[config.mk]
export PLATFORM = sky130hd
export DESIGN_NAME = mips_multicycle_control_flat
export DESIGN_NICKNAME = d
export VERILOG_FILES = /design/src/rtl/mips_multicycle_control_if.sv /design/src/rtl/mips_multicycle_control.sv /design/src/flat_wrapper.sv
export SDC_FILE = /design/constraint.sdc
export NUM_CORES = 1
export LEC_CHECK = 0
export ABC_AREA = 0
export BUFFER_PORTS_ARGS = -buffer_cell sky130_fd_sc_hd__clkbuf_2
export CORE_ASPECT_RATIO = 0.7
export CORE_UTILIZATION = 56
export CTS_CLUSTER_SIZE = 28
export DETAILED_ROUTE_END_ITERATION = 10
export PLACE_DENSITY = 0.83
export SETUP_SLACK_MARGIN = 0.02
export SLEW_MARGIN = 20
export SYNTH_ARGS = -nofsm -noshare
export SYNTH_HDL_FRONTEND = slang
export SYNTH_SLANG_ARGS = --single-unit
export TNS_END_PERCENT = 30
[constraint.sdc]
create_clock -name clk -period 4.5 [get_ports clk]
set_input_delay 0.9 -clock clk [delete_from_list [all_inputs] [get_ports clk]]
set_output_delay 0.9 -clock clk [all_outputs]
set_load 0.01 [all_outputs]
[src/rtl/mips_multicycle_control_if.sv]
// Control bundle between the multi-cycle MIPS control FSM and its datapath.
// Purely combinational wiring; no latency. mem_ready is the only backpressure signal.
// Master is the controller side, slave is the datapath/memory side.
interface mips_multicycle_control_if;
    logic [5:0] opcode;
    logic       mem_ready;
    logic       pc_write;
    logic       pc_write_cond;
    logic       i_or_d;
    logic       mem_read;
    logic       mem_write;
    logic       ir_write;
    logic       mem_to_reg;
    logic       reg_dst;
    logic       reg_write;
    logic       alu_src_a;
    logic [1:0] alu_src_b;
    logic [1:0] alu_op;
    logic [1:0] pc_source;
    logic [3:0] state;
    logic       illegal_op;
    logic       mem_timeout;

    modport master (
        input  opcode, mem_ready,
        output pc_write, pc_write_cond, i_or_d, mem_read, mem_write, ir_write,
               mem_to_reg, reg_dst, reg_write, alu_src_a, alu_src_b, alu_op,
               pc_source, state, illegal_op, mem_timeout
    );

    modport slave (
        output opcode, mem_ready,
        input  pc_write, pc_write_cond, i_or_d, mem_read, mem_write, ir_write,
               mem_to_reg, reg_dst, reg_write, alu_src_a, alu_src_b, alu_op,
               pc_source, state, illegal_op, mem_timeout
    );
endinterface

[src/rtl/mips_multicycle_control.sv]
// Main control FSM of the multi-cycle MIPS: fetch/decode/execute/mem/write-back sequencing.
// Latency: lw 5, sw/R/addi 4, beq/j 3 cycles; outputs registered except FETCH ir_write/pc_write.
// Backpressure: FETCH, MEM_RD and MEM_WR hold their strobes until mem_ready; wait cycles counted.
module mips_multicycle_control #(
    parameter int unsigned MEM_WAIT_MAX = 15
) (
    input  logic                       clk,
    input  logic                       reset,
    mips_multicycle_control_if.master  bus
);
    typedef enum logic [3:0] {
        FETCH     = 4'd0,
        DECODE    = 4'd1,
        MEM_ADDR  = 4'd2,
        MEM_RD    = 4'd3,
        MEM_WB    = 4'd4,
        MEM_WR    = 4'd5,
        R_EXEC    = 4'd6,
        R_WB      = 4'd7,
        BRANCH    = 4'd8,
        JUMP      = 4'd9,
        ADDI_EXEC = 4'd10,
        ADDI_WB   = 4'd11
    } state_e;

    typedef struct packed {
        logic       pc_write;
        logic       pc_write_cond;
        logic       i_or_d;
        logic       mem_read;
        logic       mem_write;
        logic       mem_to_reg;
        logic       reg_dst;
        logic       reg_write;
        logic       alu_src_a;
        logic [1:0] alu_src_b;
        logic [1:0] alu_op;
        logic [1:0] pc_source;
    } ctrl_t;

    localparam logic [5:0] OP_RTYPE = 6'b000000;
    localparam logic [5:0] OP_LW    = 6'b100011;
    localparam logic [5:0] OP_SW    = 6'b101011;
    localparam logic [5:0] OP_BEQ   = 6'b000100;
    localparam logic [5:0] OP_J     = 6'b000010;
    localparam logic [5:0] OP_ADDI  = 6'b001000;
    localparam logic [3:0] WAIT_MAX = 4'(MEM_WAIT_MAX);

    // Moore part of the control word; FETCH's ir_write/pc_write pulse is added on mem_ready.
    function automatic ctrl_t ctrl_for(state_e s);
        ctrl_t c;
        c = '0;
        case (s)
            FETCH:     begin c.mem_read = 1'b1; c.alu_src_b = 2'b01; end
            DECODE:    c.alu_src_b = 2'b11;
            MEM_ADDR:  begin c.alu_src_a = 1'b1; c.alu_src_b = 2'b10; end
            MEM_RD:    begin c.mem_read = 1'b1; c.i_or_d = 1'b1; end
            MEM_WB:    begin c.reg_write = 1'b1; c.mem_to_reg = 1'b1; end
            MEM_WR:    begin c.mem_write = 1'b1; c.i_or_d = 1'b1; end
            R_EXEC:    begin c.alu_src_a = 1'b1; c.alu_op = 2'b10; end
            R_WB:      begin c.reg_write = 1'b1; c.reg_dst = 1'b1; end
            BRANCH:    begin
                c.alu_src_a = 1'b1; c.alu_op = 2'b01;
                c.pc_write_cond = 1'b1; c.pc_source = 2'b01;
            end
            JUMP:      begin c.pc_write = 1'b1; c.pc_source = 2'b10; end
            ADDI_EXEC: begin c.alu_src_a = 1'b1; c.alu_src_b = 2'b10; end
            ADDI_WB:   c.reg_write = 1'b1;
            default:   c = '0;
        endcase
        return c;
    endfunction

    state_e     state_q, state_d;
    ctrl_t      ctrl_q, ctrl_d;
    logic [3:0] wait_cnt_q, wait_cnt_d;
    logic       illegal_op_q, illegal_op_d;
    logic       mem_timeout_q, mem_timeout_d;
    logic       mem_state;
    logic       stalled;
    logic       fetch_strobe;

    assign mem_state = (state_q == FETCH) || (state_q == MEM_RD) || (state_q == MEM_WR);
    assign stalled   = mem_state && !bus.mem_ready;

    always_comb begin
        state_d       = state_q;
        illegal_op_d  = illegal_op_q;
        case (state_q)
            FETCH:     if (bus.mem_ready) state_d = DECODE;
            DECODE: begin
                case (bus.opcode)
                    OP_LW, OP_SW: state_d = MEM_ADDR;
                    OP_RTYPE:     state_d = R_EXEC;
                    OP_BEQ:       state_d = BRANCH;
                    OP_J:         state_d = JUMP;
                    OP_ADDI:      state_d = ADDI_EXEC;
                    default: begin
                        state_d      = FETCH;
                        illegal_op_d = 1'b1;
                    end
                endcase
            end
            MEM_ADDR:  state_d = (bus.opcode == OP_SW) ? MEM_WR : MEM_RD;
            MEM_RD:    if (bus.mem_ready) state_d = MEM_WB;
            MEM_WR:    if (bus.mem_ready) state_d = FETCH;
            R_EXEC:    state_d = R_WB;
            ADDI_EXEC: state_d = ADDI_WB;
            default:   state_d = FETCH;
        endcase

        // Leaving a memory state needs mem_ready, so clearing on every non-stall cycle
        // is the same as clearing on entry.
        wait_cnt_d    = 4'd0;
        mem_timeout_d = mem_timeout_q;
        if (stalled) begin
            wait_cnt_d    = (wait_cnt_q >= WAIT_MAX) ? wait_cnt_q : wait_cnt_q + 4'd1;
            mem_timeout_d = mem_timeout_q || (wait_cnt_d == WAIT_MAX);
        end

        ctrl_d = ctrl_for(state_d);
    end

    always_ff @(posedge clk or posedge reset) begin
        if (reset) begin
            state_q       <= FETCH;
            ctrl_q        <= ctrl_for(FETCH);
            wait_cnt_q    <= 4'd0;
            illegal_op_q  <= 1'b0;
            mem_timeout_q <= 1'b0;
        end else begin
            state_q       <= state_d;
            ctrl_q        <= ctrl_d;
            wait_cnt_q    <= wait_cnt_d;
            illegal_op_q  <= illegal_op_d;
            mem_timeout_q <= mem_timeout_d;
        end
    end

    assign fetch_strobe      = (state_q == FETCH) && bus.mem_ready && !reset;
    assign bus.pc_write      = ctrl_q.pc_write || fetch_strobe;
    assign bus.ir_write      = fetch_strobe;
    assign bus.pc_write_cond = ctrl_q.pc_write_cond;
    assign bus.i_or_d        = ctrl_q.i_or_d;
    assign bus.mem_read      = ctrl_q.mem_read;
    assign bus.mem_write     = ctrl_q.mem_write;
    assign bus.mem_to_reg    = ctrl_q.mem_to_reg;
    assign bus.reg_dst       = ctrl_q.reg_dst;
    assign bus.reg_write     = ctrl_q.reg_write;
    assign bus.alu_src_a     = ctrl_q.alu_src_a;
    assign bus.alu_src_b     = ctrl_q.alu_src_b;
    assign bus.alu_op        = ctrl_q.alu_op;
    assign bus.pc_source     = ctrl_q.pc_source;
    assign bus.state         = state_q;
    assign bus.illegal_op    = illegal_op_q;
    assign bus.mem_timeout   = mem_timeout_q;
endmodule

[src/flat_wrapper.sv]
// flat-port wrapper written by rule: the top's interface ports become plain ports
module mips_multicycle_control_flat 
#(
    parameter int unsigned MEM_WAIT_MAX = 15
)
  (clk, reset, bus_opcode, bus_mem_ready, bus_pc_write, bus_pc_write_cond, bus_i_or_d, bus_mem_read, bus_mem_write, bus_ir_write, bus_mem_to_reg, bus_reg_dst, bus_reg_write, bus_alu_src_a, bus_alu_src_b, bus_alu_op, bus_pc_source, bus_state, bus_illegal_op, bus_mem_timeout);
  mips_multicycle_control_if bus_i ();
  input  logic clk;
  input  logic reset;
  input wire logic [$bits(bus_i.opcode)-1:0] bus_opcode;
  input wire logic [$bits(bus_i.mem_ready)-1:0] bus_mem_ready;
  output wire logic [$bits(bus_i.pc_write)-1:0] bus_pc_write;
  output wire logic [$bits(bus_i.pc_write_cond)-1:0] bus_pc_write_cond;
  output wire logic [$bits(bus_i.i_or_d)-1:0] bus_i_or_d;
  output wire logic [$bits(bus_i.mem_read)-1:0] bus_mem_read;
  output wire logic [$bits(bus_i.mem_write)-1:0] bus_mem_write;
  output wire logic [$bits(bus_i.ir_write)-1:0] bus_ir_write;
  output wire logic [$bits(bus_i.mem_to_reg)-1:0] bus_mem_to_reg;
  output wire logic [$bits(bus_i.reg_dst)-1:0] bus_reg_dst;
  output wire logic [$bits(bus_i.reg_write)-1:0] bus_reg_write;
  output wire logic [$bits(bus_i.alu_src_a)-1:0] bus_alu_src_a;
  output wire logic [$bits(bus_i.alu_src_b)-1:0] bus_alu_src_b;
  output wire logic [$bits(bus_i.alu_op)-1:0] bus_alu_op;
  output wire logic [$bits(bus_i.pc_source)-1:0] bus_pc_source;
  output wire logic [$bits(bus_i.state)-1:0] bus_state;
  output wire logic [$bits(bus_i.illegal_op)-1:0] bus_illegal_op;
  output wire logic [$bits(bus_i.mem_timeout)-1:0] bus_mem_timeout;
  assign bus_i.opcode = bus_opcode;
  assign bus_i.mem_ready = bus_mem_ready;
  assign bus_pc_write = bus_i.pc_write;
  assign bus_pc_write_cond = bus_i.pc_write_cond;
  assign bus_i_or_d = bus_i.i_or_d;
  assign bus_mem_read = bus_i.mem_read;
  assign bus_mem_write = bus_i.mem_write;
  assign bus_ir_write = bus_i.ir_write;
  assign bus_mem_to_reg = bus_i.mem_to_reg;
  assign bus_reg_dst = bus_i.reg_dst;
  assign bus_reg_write = bus_i.reg_write;
  assign bus_alu_src_a = bus_i.alu_src_a;
  assign bus_alu_src_b = bus_i.alu_src_b;
  assign bus_alu_op = bus_i.alu_op;
  assign bus_pc_source = bus_i.pc_source;
  assign bus_state = bus_i.state;
  assign bus_illegal_op = bus_i.illegal_op;
  assign bus_mem_timeout = bus_i.mem_timeout;
  mips_multicycle_control #(.MEM_WAIT_MAX(MEM_WAIT_MAX)) u_core (.clk(clk), .reset(reset), .bus(bus_i));
endmodule
==> metrics.txt, run 1 <==
outcome complete, no violations; total wire length 2613 um; # rows 14; die span in y 42.49 um; Crit Path Max Fanout 14; CTS resizes 0; final estimated routing congestion in global placement 0.8918; Area Overhead vs Synth 11.16%; All-Layer GR Usage 24.17%; RSZ-0062 raised after global routing false; path type of the worst setup path flop to output port; number of buffers added for setup after CTS 0; total power 609.0 uW; required time worst endpoint 3.60 ns; Lkg Pwr 0.6905 nW; largest net degree at the start of global routing 24; I/O pin count 31; Core ar. 2172 um^2; routed length per instance 14.36 um; Async SR Flop Fraction 100.0%; Max VDD drop 0.3414 mV; CTS Root Cell clkbuf_4; clock latency on the worst-skew pair 0.32 ns; Die Width 59.84 um; number of flops mapped to enable cells by yosys 0; Max Clk Rate 385.8 MHz; ratio of cells with drive above 1 in the final layout 32.00%; Initial Util 60.37%; Slew @ Worst Pin 0.8410 ns; most frequent cells in the layout clkbuf_2, dfrtp_1, nor2_1; Crit. End Element output port; Clock Tree Buf Depth 2; mean post-synth cell area 10.32 um^2; Final ANT Viol Nets 0; sum of negative setup slack 0 ns; Yosys reg bits 23; most common cell after layout, fill and taps aside clkbuf_2; register area share after synthesis 44.08%; Post-DP HPWL 1925 um; Setup violations, final 0; DRC 0; Hold Path End u_core.bus.mem_timeout; clock skew 0.004476 ns; syn nets 137; clk sinks 23; Primary FF master, synth dfrtp_1; Yosys warning count 0; Reg clk slew, reported paths 0.12 ns; Hold Crit Start u_core.bus.mem_timeout; Cells after Synth 127; via count 1,039; First DRT Iteration DRCs 31; Critical Path Start u_core.bus.state[2]; Hold Fails Final Rpt 0; FILL cells 179; Hold WS 0.4706 ns; type of the tightest min-delay check flop to flop; Period Utilization, post-route 57.61%; Num CTS Buffers 3; Max Slew Vio Count 0; fin crit period 2.592 ns; global-route wire length before repair 4485 um; initial antenna violation count 0; layout net count 161; die area 2542 um^2; Pwr Density 417.8 nW/um^2; Reg-to-Reg End u_core.bus.i_or_d; CTS Hold Buffers Added 0; number of global-route vias before repair 962; total gr overflow 0; Post-Syn Area 1311 um^2; Vias/cell 5.709; CTS tree done; Port Buffer Count 30; hold path cells 1; 1st-pass router iterations 4; post-synthesis cell type count 51; R2R Path Start u_core.bus.state[2]; crit path launch type flop; Worst Path Arrival 1.69 ns; n_diodes 0; FF-to-FF setup slack 2.25 ns; CTS H-Tree Depth 1; MaxCap Viol Count 0; Slew HR 43.87%; FF-to-FF path depth 5
-- area by class of cell --
class | instances | area [um^2] | area share, %
clock inverter | 1 | 7.507 | 0.5150
inverter | 7 | 26.28 | 1.803
timing repair buffer | 30 | 150.1 | 10.30
tap | 32 | 40.04 | 2.747
clock buffer | 3 | 22.52 | 1.545
sequential | 23 | 578.1 | 39.66
multi-input combinational | 86 | 633.1 | 43.43
-- metal layers --
layer | vias to the layer above | track usage, % | part of all wire, % | wire length [um]
met2 | 45 | 35.56 | 44 | 1153
met5 | - | 0 | 0 | 0
met1 | 494 | 35.69 | 47 | 1232
met4 | 0 | 5.581 | 0.96 | 25
li1 | 496 | - | - | -
met3 | 4 | 6.173 | 7.7 | 202
-- worst max-delay path, cell delays in order, from the launching register on --
cell,delay [ns]
dfrtp_1,0.64
nor2_1,0.16
nand3_1,0.13
nor2_1,0.05
or2_2,0.26
clkbuf_2,0.13
-- cell families (layout without fill, tap and decap cells) --
logic type                 count (synthesis)  after routing  synth area share [%]
DFF                                       23             23                 44.08
adders and majority gates                  1              1                0.9540
xor gates and xnor gates                   3              3                 2.004
muxes                                      2              2                 1.527
and+or+nand+nor                           58             58                 29.29
buffers and inverters                     18             41                 7.634
AOI/OAI and AO/OA                         22             22                 14.50
-- per-stage QoR --
| stage | cells | setup WS, ns | cell area, um^2 | util (%) |
|---|---|---|---|---|
| finish | 182 | 1.908 | 1458 | 67.11 |
| global route | 182 | 1.800 | 1458 | 67.11 |
| CTS | 182 | 1.906 | 1458 | 67.11 |
| detailed placement | 178 | 1.840 | 1428 | 65.73 |
| global placement | 178 | 1.977 | 1428 | 65.73 |
| floorplan | 127 | 2.180 | 1311 | - |
-- cells in the mapped netlist (all sizes together), types with 3 or more instances --
| master | instances | area (um^2) |
|---|---|---|
| a21oi | 3 | 15.01 |
| nand3b | 3 | 22.52 |
| o21ai | 5 | 25.02 |
| inv | 7 | 26.28 |
| nor3 | 5 | 25.02 |
| or2 | 4 | 25.03 |
| nand2 | 5 | 18.77 |
| buf | 10 | 70.07 |
| nor2 | 13 | 48.80 |
| nor3b | 4 | 35.03 |
| dfrtp | 21 | 525.5 |
| nand3 | 4 | 20.02 |
-- power breakdown --
part | switching, mW | internal (mW)
Combinational | 0.127 | 0.0949
Clock | 0.0649 | 0.0341
Sequential | 0.0455 | 0.243
Total | 0.237 | 0.372
-- worst max-delay path by stage --
stage	to	slack (ns)	cells past startpoint
5_1_grt	bus_pc_write	1.80	5
3_5_place_dp	u_core.bus.i_or_d	1.84	6
3_3_place_gp	u_core.bus.mem_read	1.98	6
2_1_floorplan	u_core.bus.mem_read	2.18	5
4_1_cts	bus_pc_write	1.91	5
6_report	bus_pc_write	1.91	5
Note: power is estimated with default switching activity, not from simulation.
==> run 2, diff against run 1 <==
--- a/config.mk
+++ b/config.mk
@@ -8,10 +8,10 @@
 export ABC_AREA = 0
 export BUFFER_PORTS_ARGS = -buffer_cell sky130_fd_sc_hd__clkbuf_2
 export CORE_ASPECT_RATIO = 0.7
-export CORE_UTILIZATION = 56
+export CORE_UTILIZATION = 47
 export CTS_CLUSTER_SIZE = 28
 export DETAILED_ROUTE_END_ITERATION = 10
-export PLACE_DENSITY = 0.83
+export PLACE_DENSITY = 0.74
 export SETUP_SLACK_MARGIN = 0.02
 export SLEW_MARGIN = 20
 export SYNTH_ARGS = -nofsm -noshare
==> constraint.sdc (replaced) <==
create_clock -name clk -period 2.1 [get_ports clk]
set_input_delay 0.42 -clock clk [delete_from_list [all_inputs] [get_ports clk]]
set_output_delay 0.42 -clock clk [all_outputs]
set_load 0.01 [all_outputs]
==> metrics.txt, run 2 (synthesis results as in run 1) <==
outcome complete, no violations; RSZ-0062 raised after global routing true; die area 3008 um^2; Port Buffer Count 30; fin crit period 1.979 ns; crit path launch type flop; total wire length 2740 um; FILL cells 221; Num CTS Buffers 3; Crit. End Element flop; Clock Tree Buf Depth 2; global-route met3 utilization 5.941%; 1st-pass router iterations 4; layout net count 172; CTS Root Cell clkbuf_8; total gr overflow 0; initial antenna violation count 0; most frequent cells in the layout clkbuf_2, dfrtp_1, nor2_1; Vias/cell 5.467; sum of negative setup slack 0 ns; Hold Fails Final Rpt 0; DRC 0; net switching power 519.0 uW; most common cell after layout, fill and taps aside clkbuf_2; Slew @ Worst Pin 0.4726 ns; Pwr Density 909.5 nW/um^2; die span in y 46.19 um; Initial Util 51.37%; Core ar. 2552 um^2; Lkg Pwr 0.7545 nW; clk sinks 23; CTS tree done; Placed Area 1513 um^2; Max VDD drop 0.4323 mV; Area Overhead vs Synth 19.27%; internal power 903.4 uW; required time worst endpoint 2.29 ns; M2 GR Usage 35.21%; # rows 15; Post-DP HPWL 2058 um; path type of the worst setup path flop to flop; First DRT Iteration DRCs 46; Die Width 65.13 um; Sw Ratio 36.49%; register share of total power 39.7%; Buf/Inv on CP 1; I/O pin count 31; final estimated routing congestion in global placement 0.9400; clock group share of total power 19.3%; Period Utilization, post-route 94.25%; CP Cell Sequence or4b_4 > buf_4 > nor4b_4 > nor3_1 > or2_1 > o22ai_1; n_diodes 0; ratio of cells with drive above 1 in the final layout 37.27%; number of global-route vias before repair 959; Max Clk Rate 505.3 MHz; Final Core Density 61.27%; global-route wire length before repair 4664 um; total power 1.422 mW; routed length per instance 14.05 um; CTS Hold Buffers Added 0; largest net degree at the start of global routing 20; All-Layer GR Usage 21.93%; grt peak-use layer met2; clock latency on the worst-skew pair 0.27 ns; Slew HR 68.25%; CTS resizes 0; Comb pwr share 41.0%; Top Family by Delay on Critical Path simple AND/OR/NAND/NOR gates; Setup violations, final 0; CTS H-Tree Depth 1; cell area after layout 1564 um^2; Worst path max stage delay 0.58 ns; MaxCap Viol Count 0; Crit Path Max Fanout 4; GR Layer Usage met1 29.06%; Worst Path Arrival 2.17 ns; CP max-delay cell or4b_4; number of buffers added for setup after CTS 0; via count 1,066; type of the tightest min-delay check input port to asynchronous set/reset pin; Reg clk slew, reported paths 0.08 ns; clock skew 0.003994 ns; Final ANT Viol Nets 0; Max Slew Vio Count 0
-- run 2: changes by cell type in the layout (fill, tap and decap cells not counted), sizes merged --
| cell | delta |
|---|---|
| buf | +11 |
-- run 2: final cells by class --
cell class | count | area, um^2 | area share (%)
Multi-Input combinational cell | 86 | 635.6 | 40.64
Timing Repair Buffer | 41 | 232.7 | 14.88
Tap cell | 34 | 42.54 | 2.720
Sequential cell | 23 | 578.1 | 36.96
Clock inverter | 1 | 7.507 | 0.4800
Inverter | 7 | 26.28 | 1.680
Clock buffer | 3 | 41.29 | 2.640
-- run 2: stage by stage --
stage,instances,setup slack (ns),hold WS [ns]
floorplan,127,0.1369,0.4204
global placement,191,0.05916,0.3036
detailed placement,191,0.05677,0.3124
CTS,195,0.1031,0.02400
global route,195,0.01339,0.03562
finish,195,0.1208,0.02066
-- run 2: final timing paths --
check | startpoint | end | slack, ns | cells past startpoint
min in group clk | bus_opcode[0] | u_core.ctrl_q[14] | 0.45 | 2
worst min register to register | u_core.bus.mem_timeout | u_core.bus.mem_timeout | 0.46 | 1
worst min-delay path | reset | u_core.bus.pc_source[1] | 0.02 | 2
worst max register to register | u_core.bus.state[1] | u_core.bus.i_or_d | 0.12 | 6
worst max-delay path | u_core.bus.state[1] | u_core.bus.i_or_d | 0.12 | 6
max in group asynchronous | reset | u_core.bus.mem_read | 1.55 | 3
-- run 2: worst reg2reg max path: stages (launching register included) --
cell and delay (ns):
dfrtp_1 0.38, or4b_4 0.58, buf_4 0.18, nor4b_4 0.22, nor3_1 0.12, or2_1 0.26, o22ai_1 0.15
-- run 2: layer usage --
metal  vias up  share of wire (%)
li1        521                  -
met1       503                 46
met2        38                 47
met3         4                6.2
met4         0                1.2
met5         -                  0
-- run 2: power groups by stage --
stage	registers (mW)	logic [mW]	clock network (mW)
6_report	0.565	0.583	0.275
5_1_grt	0.574	0.645	0.301
4_1_cts	0.565	0.580	0.284
3_5_place_dp	0.571	0.577	0
3_3_place_gp	0.569	0.553	0
2_1_floorplan	0.590	0.384	0
==> run 3, diff against run 2 <==
--- a/config.mk
+++ b/config.mk
@@ -5,10 +5,10 @@
 export SDC_FILE = /design/constraint.sdc
 export NUM_CORES = 1
 export LEC_CHECK = 0
-export ABC_AREA = 0
+export ABC_AREA = 1
 export BUFFER_PORTS_ARGS = -buffer_cell sky130_fd_sc_hd__clkbuf_2
 export CORE_ASPECT_RATIO = 0.7
-export CORE_UTILIZATION = 47
+export CORE_UTILIZATION = 46
 export CTS_CLUSTER_SIZE = 28
 export DETAILED_ROUTE_END_ITERATION = 10
 export PLACE_DENSITY = 0.74
==> metrics.txt, run 3 <==
mean post-synth cell area 7.531 um^2; Top Family by Delay on Critical Path simple AND/OR/NAND/NOR gates; I/O pin count 31; Clock Tree Buf Depth 2; Worst path max stage delay 0.42 ns; Final ANT Viol Nets 0; clock latency on the worst-skew pair 0.26 ns; Initial Util 48.94%; Core ar. 2477 um^2; Buf/Inv on CP 1; most common library cells after synthesis nand2_1, inv_1, dfrtp_1; n_diodes 0; DRC 0; crit path launch type flop; Pwr Density 902.7 nW/um^2; sum of negative setup slack 0 ns; Cells after Synth 161; RSZ-0062 raised after global routing false; Slew HR 81.58%; CP Cell Sequence nor2_2 > nand4_1 > nor2_1 > or2_2 > clkbuf_2; top-count cell post-synth nand2_1; number of global-route vias before repair 963; number of flops mapped to enable cells by yosys 0; Crit. End Element output port; Vias/cell 4.631; Port Buffer Count 30; Final Core Density 57.42%; Area Overhead vs Synth 17.34%; CTS tree done; register area share after synthesis 47.68%; required time worst endpoint 1.68 ns; Max Slew Vio Count 0; layout net count 202; CTS Root Cell clkbuf_8; Worst Path Arrival 1.53 ns; Primary FF master, synth dfrtp_1; global-route wire length before repair 4008 um; First DRT Iteration DRCs 28; path type of the worst setup path flop to output port; CP max-delay cell dfrtp_1; Yosys warning count 0; routed length per instance 10.46 um; CTS H-Tree Depth 1; largest net degree at the start of global routing 24; initial antenna violation count 0; Post-Syn Area 1212 um^2; clk sinks 23; Yosys reg bits 23; die area 2848 um^2; Crit Path Max Fanout 4; MaxCap Viol Count 0; total wire length 2353 um; Slew @ Worst Pin 0.2763 ns; # rows 15; Reg clk slew, reported paths 0.07 ns; top cells by area, synth dfrtp_1, nand2_1, inv_1, nor2_1, nand3_1; Max Clk Rate 511.9 MHz; Hold WS 0.1806 ns; post-synthesis cell type count 22; Setup violations, final 0; Top Metal Used met4; Hold Fails Final Rpt 0; ratio of cells with drive above 1 in the final layout 29.84%; syn nets 171; 1st-pass router iterations 4; Post-DP HPWL 1914 um; via count 1,042; Async SR Flop Fraction 100.0%; fin crit period 1.953 ns; Lkg Pwr 0.9400 nW; Period Utilization, post-route 93.02%; Max VDD drop 0.4490 mV; die span in y 44.96 um; cell area after layout 1423 um^2; most common cell after layout, fill and taps aside nand2_1; largest area contributor in the netlist dfrtp_1; Synth top area share 43.34%; type of the tightest min-delay check input port to asynchronous set/reset pin; total power 1.284 mW; clock skew 0.001270 ns; routed length on met3 194 um; Placed Area 1368 um^2; most frequent cells in the layout nand2_1, clkbuf_2, inv_1; met2 wire length 1056 um; total gr overflow 0; Die Width 63.36 um; Routed met1 length 1064 um; Num CTS Buffers 3; outcome complete, no violations; All-Layer GR Usage 18.59%; final estimated routing congestion in global placement 0.8302
-- run 3: cell count changes after synthesis, sizes merged, moves of 5 or more --
cell,delta
nand2,+37
nor2,+14
nor3,-5
nand3,+11
inv,+28
-- run 3: report_power, final --
group	switching, mW	internal [mW]
Sequential	0.0495	0.526
Combinational	0.283	0.164
Clock	0.127	0.135
-- run 3: path summary, 6_finish.rpt --
kind	cells past startpoint	start	slack, ns	endpoint
worst max-delay path	5	u_core.bus.state[2]	0.15	bus_pc_write
worst min-delay path	3	reset	0.18	u_core.bus.alu_src_a
worst max register to register	10	u_core.bus.state[1]	0.61	u_core.bus.i_or_d
worst min register to register	1	u_core.bus.illegal_op	0.46	u_core.bus.illegal_op
max in group asynchronous	3	reset	1.65	u_core.bus.alu_src_b[0]
min in group clk	1	u_core.bus.illegal_op	0.46	u_core.bus.illegal_op
-- run 3: repair_timing --
action | in CTS | in global routing
setup buffers | 0 | 1
setup endpoints to repair | 0 | 1
hold buffers | 0 | 0
resized for setup | 0 | 1
-- run 3: layer usage --
| layer | vias to the layer above | global-route usage [%] |
|---|---|---|
| met4 | 0 | 9.091 |
| met5 | - | 0 |
| met2 | 42 | 30.00 |
| met1 | 457 | 23.01 |
| met3 | 6 | 6.061 |
| li1 | 537 | - |
-- run 3: layout make-up --
cell class                 instances  area, um^2
sequential                        23       578.1
inverter                          35       131.4
clock buffer                       4       45.04
timing repair buffer              32       165.2
tap                               34       42.54
multi-input combinational         97       460.4
fill                             243        1055
-- run 3: logic make-up (layout without fill, tap and decap cells) --
kind of cell	count (synthesis)	after routing	share of synthesized area (%)
xor gates and xnor gates	1	1	0.7225
AOI/OAI and AO/OA	8	8	4.127
and+or+nand+nor	87	87	31.89
adders and majority gates	1	1	1.032
DFF	23	23	47.68
buffers and inverters	41	71	14.55
-- run 3: stage by stage --
step / std cells / setup slack [ns]
floorplan: 161 / 0.5059
global placement: 220 / 0.4550
detailed placement: 220 / 0.3788
CTS: 224 / 0.06969
global route: 225 / 0.04484
finish: 225 / 0.1466
-- run 3: worst register-to-register path: cells and delay by family (launching register included) --
kind | cells | cell delay [ns]
DFF | 1 | 0.43
and+or+nand+nor | 8 | 0.77
buffers and inverters | 2 | 0.18
